File: src/rtl/wb_arbiter.sv
// Writeback arbiter: merges single-cycle ALU results with queued load returns into
// one registered register-file write per cycle, plus a pending-write query for issue.
module wb_arbiter #(
    parameter int DEPTH = 4,
    parameter int XLEN  = 32
) (
    input  logic                     clk,
    input  logic                     reset,
    input  logic                     alu_valid,
    output logic                     alu_ready,
    input  logic [4:0]               alu_rd,
    input  logic [XLEN-1:0]          alu_data,
    input  logic                     ld_valid,
    output logic                     ld_ready,
    input  logic [4:0]               ld_rd,
    input  logic [XLEN-1:0]          ld_data,
    output logic                     RegW,
    output logic [4:0]               Rd,
    output logic [XLEN-1:0]          Wd,
    input  logic [4:0]               q_rs,
    output logic                     q_pending,
    output logic [$clog2(DEPTH):0]   ld_count
);

    localparam int AW = $clog2(DEPTH);
    localparam int CW = AW + 1;

    // The pending query inspects every slot at once, so the FIFO storage is read
    // combinationally rather than through a registered RAM port.
    logic [4:0]      mem_rd   [DEPTH];
    logic [XLEN-1:0] mem_data [DEPTH];

    logic [AW-1:0]   wr_ptr_reg, wr_ptr_next;
    logic [AW-1:0]   rd_ptr_reg, rd_ptr_next;
    logic [CW-1:0]   count_reg, count_next;
    logic            regw_reg, regw_next;
    logic [4:0]      rd_reg, rd_next;
    logic [XLEN-1:0] wd_reg, wd_next;

    logic            full, empty, push, pop, take_alu, sel_valid;
    logic [4:0]      sel_rd;
    logic [XLEN-1:0] sel_data;
    logic [DEPTH-1:0] match;

    always_comb begin
        full      = (count_reg == CW'(DEPTH));
        empty     = (count_reg == '0);
        push      = ld_valid && !full;
        take_alu  = alu_valid && !full;
        pop       = full || (!alu_valid && !empty);
        sel_valid = pop || take_alu;
        sel_rd    = pop ? mem_rd[rd_ptr_reg]   : alu_rd;
        sel_data  = pop ? mem_data[rd_ptr_reg] : alu_data;

        wr_ptr_next = push ? wr_ptr_reg + AW'(1) : wr_ptr_reg;
        rd_ptr_next = pop  ? rd_ptr_reg + AW'(1) : rd_ptr_reg;
        count_next  = count_reg;
        if (push && !pop) begin
            count_next = count_reg + CW'(1);
        end else if (pop && !push) begin
            count_next = count_reg - CW'(1);
        end

        // rd/wd hold when idle; an rd of zero is consumed without raising the write enable.
        regw_next = sel_valid && (sel_rd != 5'd0);
        rd_next   = sel_valid ? sel_rd   : rd_reg;
        wd_next   = sel_valid ? sel_data : wd_reg;
    end

    always_ff @(posedge clk or posedge reset) begin
        if (reset) begin
            wr_ptr_reg <= '0;
            rd_ptr_reg <= '0;
            count_reg  <= '0;
            regw_reg   <= 1'b0;
            rd_reg     <= '0;
            wd_reg     <= '0;
        end else begin
            wr_ptr_reg <= wr_ptr_next;
            rd_ptr_reg <= rd_ptr_next;
            count_reg  <= count_next;
            regw_reg   <= regw_next;
            rd_reg     <= rd_next;
            wd_reg     <= wd_next;
        end
    end

    // Slot contents need no reset: validity comes from the pointers and count alone.
    always_ff @(posedge clk) begin
        if (push) begin
            mem_rd[wr_ptr_reg]   <= ld_rd;
            mem_data[wr_ptr_reg] <= ld_data;
        end
    end

    generate
        for (genvar gi = 0; gi < DEPTH; gi++) begin : g_match
            logic [AW-1:0] offset;
            assign offset    = AW'(gi) - rd_ptr_reg;
            assign match[gi] = ({1'b0, offset} < count_reg) && (mem_rd[gi] == q_rs);
        end
    endgenerate

    assign q_pending = (q_rs != 5'd0) && ((|match) || (regw_reg && (rd_reg == q_rs)));
    assign ld_ready  = !full;
    assign alu_ready = !full;
    assign ld_count  = count_reg;
    assign RegW      = regw_reg;
    assign Rd        = rd_reg;
    assign Wd        = wd_reg;

endmodule

File: config.mk
export PLATFORM = sky130hd
export DESIGN_NAME = wb_arbiter
export DESIGN_NICKNAME = d
export VERILOG_FILES = /design/src/rtl/wb_arbiter.sv
export SDC_FILE = /design/constraint.sdc
export NUM_CORES = 1
export LEC_CHECK = 0
export CORE_ASPECT_RATIO = 0.6
export CORE_MARGIN = 3
export CORE_UTILIZATION = 30
export DETAILED_ROUTE_END_ITERATION = 10
export PLACE_DENSITY_LB_ADDON = 0.15
export SLEW_MARGIN = 0
export SYNTH_ARGS = -nofsm -noshare
export SYNTH_HDL_FRONTEND = slang
export SYNTH_SLANG_ARGS = --single-unit
File: constraint.sdc
create_clock -name clk -period 3.1 [get_ports clk]
set_input_delay 0.31 -clock clk [delete_from_list [all_inputs] [get_ports clk]]
set_output_delay 0.31 -clock clk [all_outputs]
set_load 0.05 [all_outputs]
### Word level (Yosys, flattened, before mapping)

Memories as Yosys holds them, arrays and structs flattened.
Cells that the tools add are included.

| cells by class | value |
|---|---|
| add/subtract/negate cells | 8 |
| magnitude comparators | 4 |
| eq/ne operators | 6 |
| mux-type cells | 6 |
| reductions and logical operators | 25 |

Operators with widths:

| kind | number |
|---|---|
| $mux W32 | 1 |
| $eq A5 B5 Y1 | 5 |
| $logic_and A1 B1 Y1 | 12 |
| $lt A2 B3 Y1 | 4 |
| $reduce_bool A5 Y1 | 2 |
| $mux W3 | 2 |
| $logic_not A1 Y1 | 5 |
| $mux W5 | 1 |
| $add A2 B1 Y2 const B | 2 |
| $reduce_or A4 Y1 | 1 |
| $sub A1 B2 Y2 const A | 2 |
| $sub A2 B2 Y2 const A | 2 |
| $add A3 B1 Y3 const B | 1 |
| $eq A3 B3 Y1 const B | 1 |
| $logic_not A3 Y1 | 1 |
| $logic_or A1 B1 Y1 | 3 |
| $sub A3 B1 Y3 const B | 1 |
| $mux W1 | 2 |
| $reduce_bool A2 Y1 | 1 |

| storage, ports and cells | value |
|---|---|
| register bits | 45 |
| bits in writable memories | 148 |
| input bits | 83 |
| logic and storage cells | 57 |
| memories kept | 2 |

Memories:

| name | words | bits a word | rd ports | clocked after memory_dff | wr ports | line | text |
|---|---|---|---|---|---|---|---|
| mem_data | 4 | 32 | 1 | 0 | 1 | 31 | `logic [XLEN-1:0] mem_data [DEPTH];` |
| mem_rd | 4 | 5 | 5 | 0 | 1 | 30 | `logic [4:0] mem_rd [DEPTH];` |

### Logic depth before layout (Yosys ltp)

| logic depth | value |
|---|---|
| depth in word-level cells | 7 |
| mapped depth | 13 |

### Least setup slack after synthesis

Ideal clock, no wire load.

| timing | value |
|---|---|
| path type | register -> register |
| start | reg count_reg[0], in the netlist ld_count[0] |
| end | mem mem_data[0][0], enable pin |
| library setup time | 398 ps |
| arrival time | 2790 ps |
| required time | 2702 ps |
| slack | -88 ps |
| cell stages (with the launch flop) | 6 |
| buffers on the path | 3 |
| path through | dfrtp_1 buf_6 or3b_1 buf_6 clkbuf_1 and3_1 |

| between the ends | value |
|---|---|
| word-level cells in the longest chain between the ends | 5 |

RTL lines:

| element | line | text |
|---|---|---|
| start: declaration | 35 | `logic [CW-1:0] count_reg, count_next;` |
| start signal: assignment | 81 | `count_reg <= count_next;` |
| $eq A3 B3 Y1 | 46 | `full = (count_reg == CW'(DEPTH));` |
| $logic_not A1 Y1 | - |  |
| named net alu_ready | 10 | `output logic alu_ready,` |
| $logic_and A1 B1 Y1 | 48 | `push = ld_valid && !full;` |
| $mux W1 | 90 | `if (push) begin` |
| $mux W1 (implied by the code) | 92 | `mem_data[wr_ptr_reg] <= ld_data;` |
| end: declaration | 31 |  |

The timed path passes the listed nets, and every way through them passes these cells.

### Worst setup path after layout

| timing | value |
|---|---|
| start | reg rd_ptr_reg[1] |
| end | out q_pending |

| between the ends | value |
|---|---|
| word-level cells in the longest chain between the ends | 6 |
| elaborated cells between the ends (all ways) | 15 |
| classes of those cells | 4 x add/sub; 4 x order compare; 7 x reduce/logical |

RTL lines:

| element | line | text |
|---|---|---|
| start: declaration | 34 | `logic [AW-1:0] rd_ptr_reg, rd_ptr_next;` |
| start signal: assignment | 80 | `rd_ptr_reg <= rd_ptr_next;` |
| $sub A1 B2 Y2 or $sub A2 B2 Y2 (tied branches) | 99 | `assign offset = AW'(gi) - rd_ptr_reg;` |
| $lt A2 B3 Y1 | 100 | `assign match[gi] = ({1'b0, offset} < count_reg) && (mem_rd[gi] == q_rs);` |
| $logic_and A1 B1 Y1 | 100 |  |
| $reduce_or A4 Y1 (*) | 104 | `assign q_pending = (q_rs != 5'd0) && ((\|match) \|\| (regw_reg && (rd_reg == q_rs)));` |
| $logic_or A1 B1 Y1 (*) | 104 |  |
| $logic_and A1 B1 Y1 (*) | 104 |  |
| end: declaration | 21 | `output logic q_pending,` |

Mark *: on every way between the ends. The rest lies on a longest branch, timed or not.

==> flow_results.org <==
** Setup path
- Maximum fanout along the worst path :: 14
- Startpoint type of the worst setup path :: register
- The endpoint identified for the worst register-to-register timing path is ld_count[1]$_DFFE_PP0P_.
- Endpoint kind of the worst setup timing path :: primary output
- Crit-path max cell delay :: 0.61 ns
- Worst path cell trace :: xor2_1 > inv_1 > ha_1 > nor2b_1 > a2111oi_1 > nor3_1 > a21oi_1 > buf_12
- The startpoint identified for the worst register-to-register timing path is ld_count[0]$_DFFE_PP0P_.
- The setup path with the least slack is of type register to primary output.
- Number of cells on the worst reg-to-reg path :: 7
- Across all register-to-register paths, the minimum setup slack is 0.58 ns.
- The largest individual stage delay along the critical path comes from the cell dfrtp_2.
- Critical path data arrival time :: 2.60 ns
- Data on the critical path is required at its endpoint by 2.79 ns.
- Worst Path Buf+Inv :: 2
- Among cell families on the critical path, the largest total delay comes from compound AO/OA/AOI/OAI gates.

** Placement
- Post-detail-place hpwl :: 12760 um
- Placed inst area :: 9528 um^2
- Count of input and output buffers :: 126
- Routability-driven placement finished with a final weighted congestion of 0.8196.

** Detailed routing
- In this run the remaining antenna-violating nets after routing total 0.
- Count of unresolved DRC violations after routing :: 0
- In this run, the number of DRC markers left after iteration 0 of detailed routing was 321.
- Overall via count from detail_route :: 4462
- After detailed routing, the average wire length per cell comes to 19.89 um.
- The first TritonRoute pass finished after 4 iterations.
- Wirelength, routed :: 19230 um
- Vias per Instance :: 4.614

** Timing
- At the pin with the least slew margin, the transition time is 1.124 ns.
- The final count of pins violating max slew is 0.
- Minimum clock period after layout :: 2.909 ns
- On the final layout, the worst clock skew is 0.008858 ns.
- Setup TNS after final layout :: 0 ns
- Measured against its own limit, the worst slew margin works out to 24.99%.
- Maximum clock frequency :: 343.8 MHz
- Setup repair after global routing left no endpoint under its margin.
- Hold violation count in the final report :: 0
- Of the available clock period, the critical path in the final layout requires 93.84%.
- Finish-stage setup viols :: 0

** Global routing
- Via count of the first global-routing pass :: 4813
- Across every metal layer, demand over resource in global routing totals 14.07%.
- The initial antenna violation count was 1.
- Pin count of the biggest net entering global routing :: 46
- Overflow left after global routing :: 0
- Global-route wire length before repair :: 29560 um

** Final layout
- Area added between synthesis and finish :: 28.65%
- The filler cells instantiated in the layout total 2357.
- Number of flip-flops under the largest register name :: 128
- The register with the most flip-flops in the final layout is mem_data.
- Share of layout cells above drive strength 1 :: 15.12%
- Final design instance area without fill :: 10160 um^2
- The net count of the finished layout is 695.
- Antenna diode count :: 0

** Clock network
- In this run the clock root is driven by a clkbuf_16.
- Clock transition at path regs :: 0.07 ns
- Clock tree buffer depth :: 2
- Clock buffer count from CTS :: 17
- Clock network latency to the later pin of the worst-skew pair :: 0.44 ns
- For this design, the sink count on the clock tree is 193.
- TritonCTS built the clock tree.
- H-Tree Depth :: 4

** Yosys
- Total standard cell area after synthesis :: 7896 um^2
- The synthesized design contains 148 enable-type register cells.
- By instance count, the leading cell after synthesis is edfxtp_1.
- Sorting the synthesized cells by area gives the leading types as edfxtp_1, dfrtp_1, mux4_2.
- Area share of fa/ha/maj cells after synthesis :: 1.680%
- The synthesized design devotes to its leading area cell type 56.28% of total area.
- Cell type with the largest total area after synthesis :: edfxtp_1
- The synthesized netlist devotes 4.643% of its cell area to compound gates.
- Synth Net Count :: 569
- Of the synthesized area, sequential elements account for 70.54%.
- Register bit total from synthesis :: 193
- Count of mapped cells out of synthesis :: 476
- FFs w/ async S/R, synth :: 23.32%
- Most numerous cell types in the synthesized netlist :: edfxtp_1, nand2_1, dfrtp_1
- Of the post-synthesis cell area, the part taken by muxes is 11.33%.
- Syn. warnings :: 0
- Summing the areas of all and, or, nand and nor instances in the mapped netlist gives 5.736% of the synthesized area.
- The number of different library cells used by synthesis comes to 34.
- By area, the combinational part of the netlist is dominated by multiplexers.
- Post-Synthesis Mean Instance Area :: 16.59 um^2
- Post-synthesis share of cell area spent on xor and xnor gates :: 3.438%
- Dominant register cell in the synthesized netlist :: edfxtp_1

** Die
- Die ar. :: 28370 um^2
- Starting utilization of the core area :: 30.89%
- During I/O placement, the number of pins put on the boundary was 127.
- Placeable core area :: 25560 um^2
- In this run the vertical extent of the chip is 131.7 um.
- The die is 215.4 um wide.
- Number of rows in the core area :: 45

** Run status
- Result of the run :: finished clean

** Power
- Maximum ir drop on the vdd rail :: 0.0005548 V
- Leakage power :: 3.583 nW
- Areal power density over the cells :: 1010 nW/um^2

** Hold path
- Worst min-delay path class :: input pin to register
- Cell count of the worst hold path :: 3
- The worst hold path terminates at Wd[28]$_DFFE_PP0P_.
- The worst hold path begins at alu_data[28].

** Job
- Max Cap Violations :: 0
==> cell families after synthesis <==
family                   after synthesis
AND/OR/NAND/NOR                      109
AO/OA/AOI/OAI                         49
flip-flops                           193
buffers and inverters                 41
adder cells (fa/ha/maj)               10
multiplexers                          43
XOR/XNOR                              31
==> metal layers <==
metal | track usage [%] | vias up | part of all wire [%]
met3 | 4.437 | 12 | 7.2
met1 | 20.24 | 2272 | 48
li1 | - | 2065 | -
met4 | 3.190 | 2 | 0.84
met2 | 20.87 | 111 | 44
met5 | 0 | - | 0.073
==> through the flow <==
stage / std cells / worst slack, ns / util (%) / total power (W) / hold WS, ns
after floorplan: 476 / 0.1008 / - / 0.006689 / 0.4089
after global placement: 933 / 0.4117 / 37.27 / 0.008062 / 0.4734
after detailed placement: 933 / 0.3550 / 37.27 / 0.008111 / 0.4784
after CTS: 965 / 0.1333 / 39.68 / 0.01039 / 0.4058
after global routing: 967 / 0.004206 / 39.74 / 0.01083 / 0.4190
final: 967 / 0.1910 / 39.74 / 0.01026 / 0.4307
==> placed cells by master, fill, tap and decap left out, drive strengths merged, types with 6 or more instances in the layout <==
cell and count:
a21oi 9, a31oi 13, a32oi 20, and3 6
buf 16, clkbuf 21, clkdlybuf4s50 123, dfrtp 45
edfxtp 148, ha 9, inv 10, mux4 37
nand2 67, nor2 25, xnor2 17, xor2 14
==> cell type report <==
| class | instances | area [um^2] | share of cell area, % |
|---|---|---|---|
| tap | 352 | 440.4 | 4.336 |
| clock inverter | 11 | 153.9 | 1.515 |
| timing repair buffer | 139 | 1364 | 13.43 |
| sequential | 193 | 5575 | 54.88 |
| multi-input combinational | 242 | 2131 | 20.98 |
| inverter | 9 | 33.78 | 0.3326 |
| clock buffer | 21 | 460.4 | 4.533 |
==> worst reg2reg max path, delay by kind of cell, from the launching register on <==
| kind | cells | cell delay (ns) |
|---|---|---|
| multiplexers | 1 | 0.26 |
| adder cells (fa/ha/maj) | 2 | 0.63 |
| buffers and inverters | 2 | 0.33 |
| AND/OR/NAND/NOR | 2 | 0.73 |
| flip-flops | 1 | 0.45 |
==> repair_timing <==
item,CTS,global route
setup endpoints to repair,0,1
hold buffers,0,0
resized for setup,0,1
setup buffers,0,2
==> where the power goes <==
part / switching (W) / leakage (nW) / internal, W
clock network: 0.000945 / 0.294 / 0.00132
registers: 0.000351 / 1.89 / 0.00354
logic: 0.00254 / 1.40 / 0.00156
total: 0.00384 / 3.58 / 0.00642
==> worst max-delay path by stage <==
stage	start	endpoint	cells after the start
2_1_floorplan	rd_ptr_reg[0]$_DFFE_PP0N_	q_pending	10
3_3_place_gp	alu_valid	ld_count[1]$_DFFE_PP0P_	7
3_5_place_dp	alu_valid	ld_count[1]$_DFFE_PP0P_	7
4_1_cts	rd_ptr_reg[0]$_DFFE_PP0N_	q_pending	8
5_1_grt	rd_ptr_reg[1]$_DFFE_PP0N_	q_pending	8
6_report	rd_ptr_reg[1]$_DFFE_PP0N_	q_pending	8
Note: power is estimated with default switching activity, not from simulation.
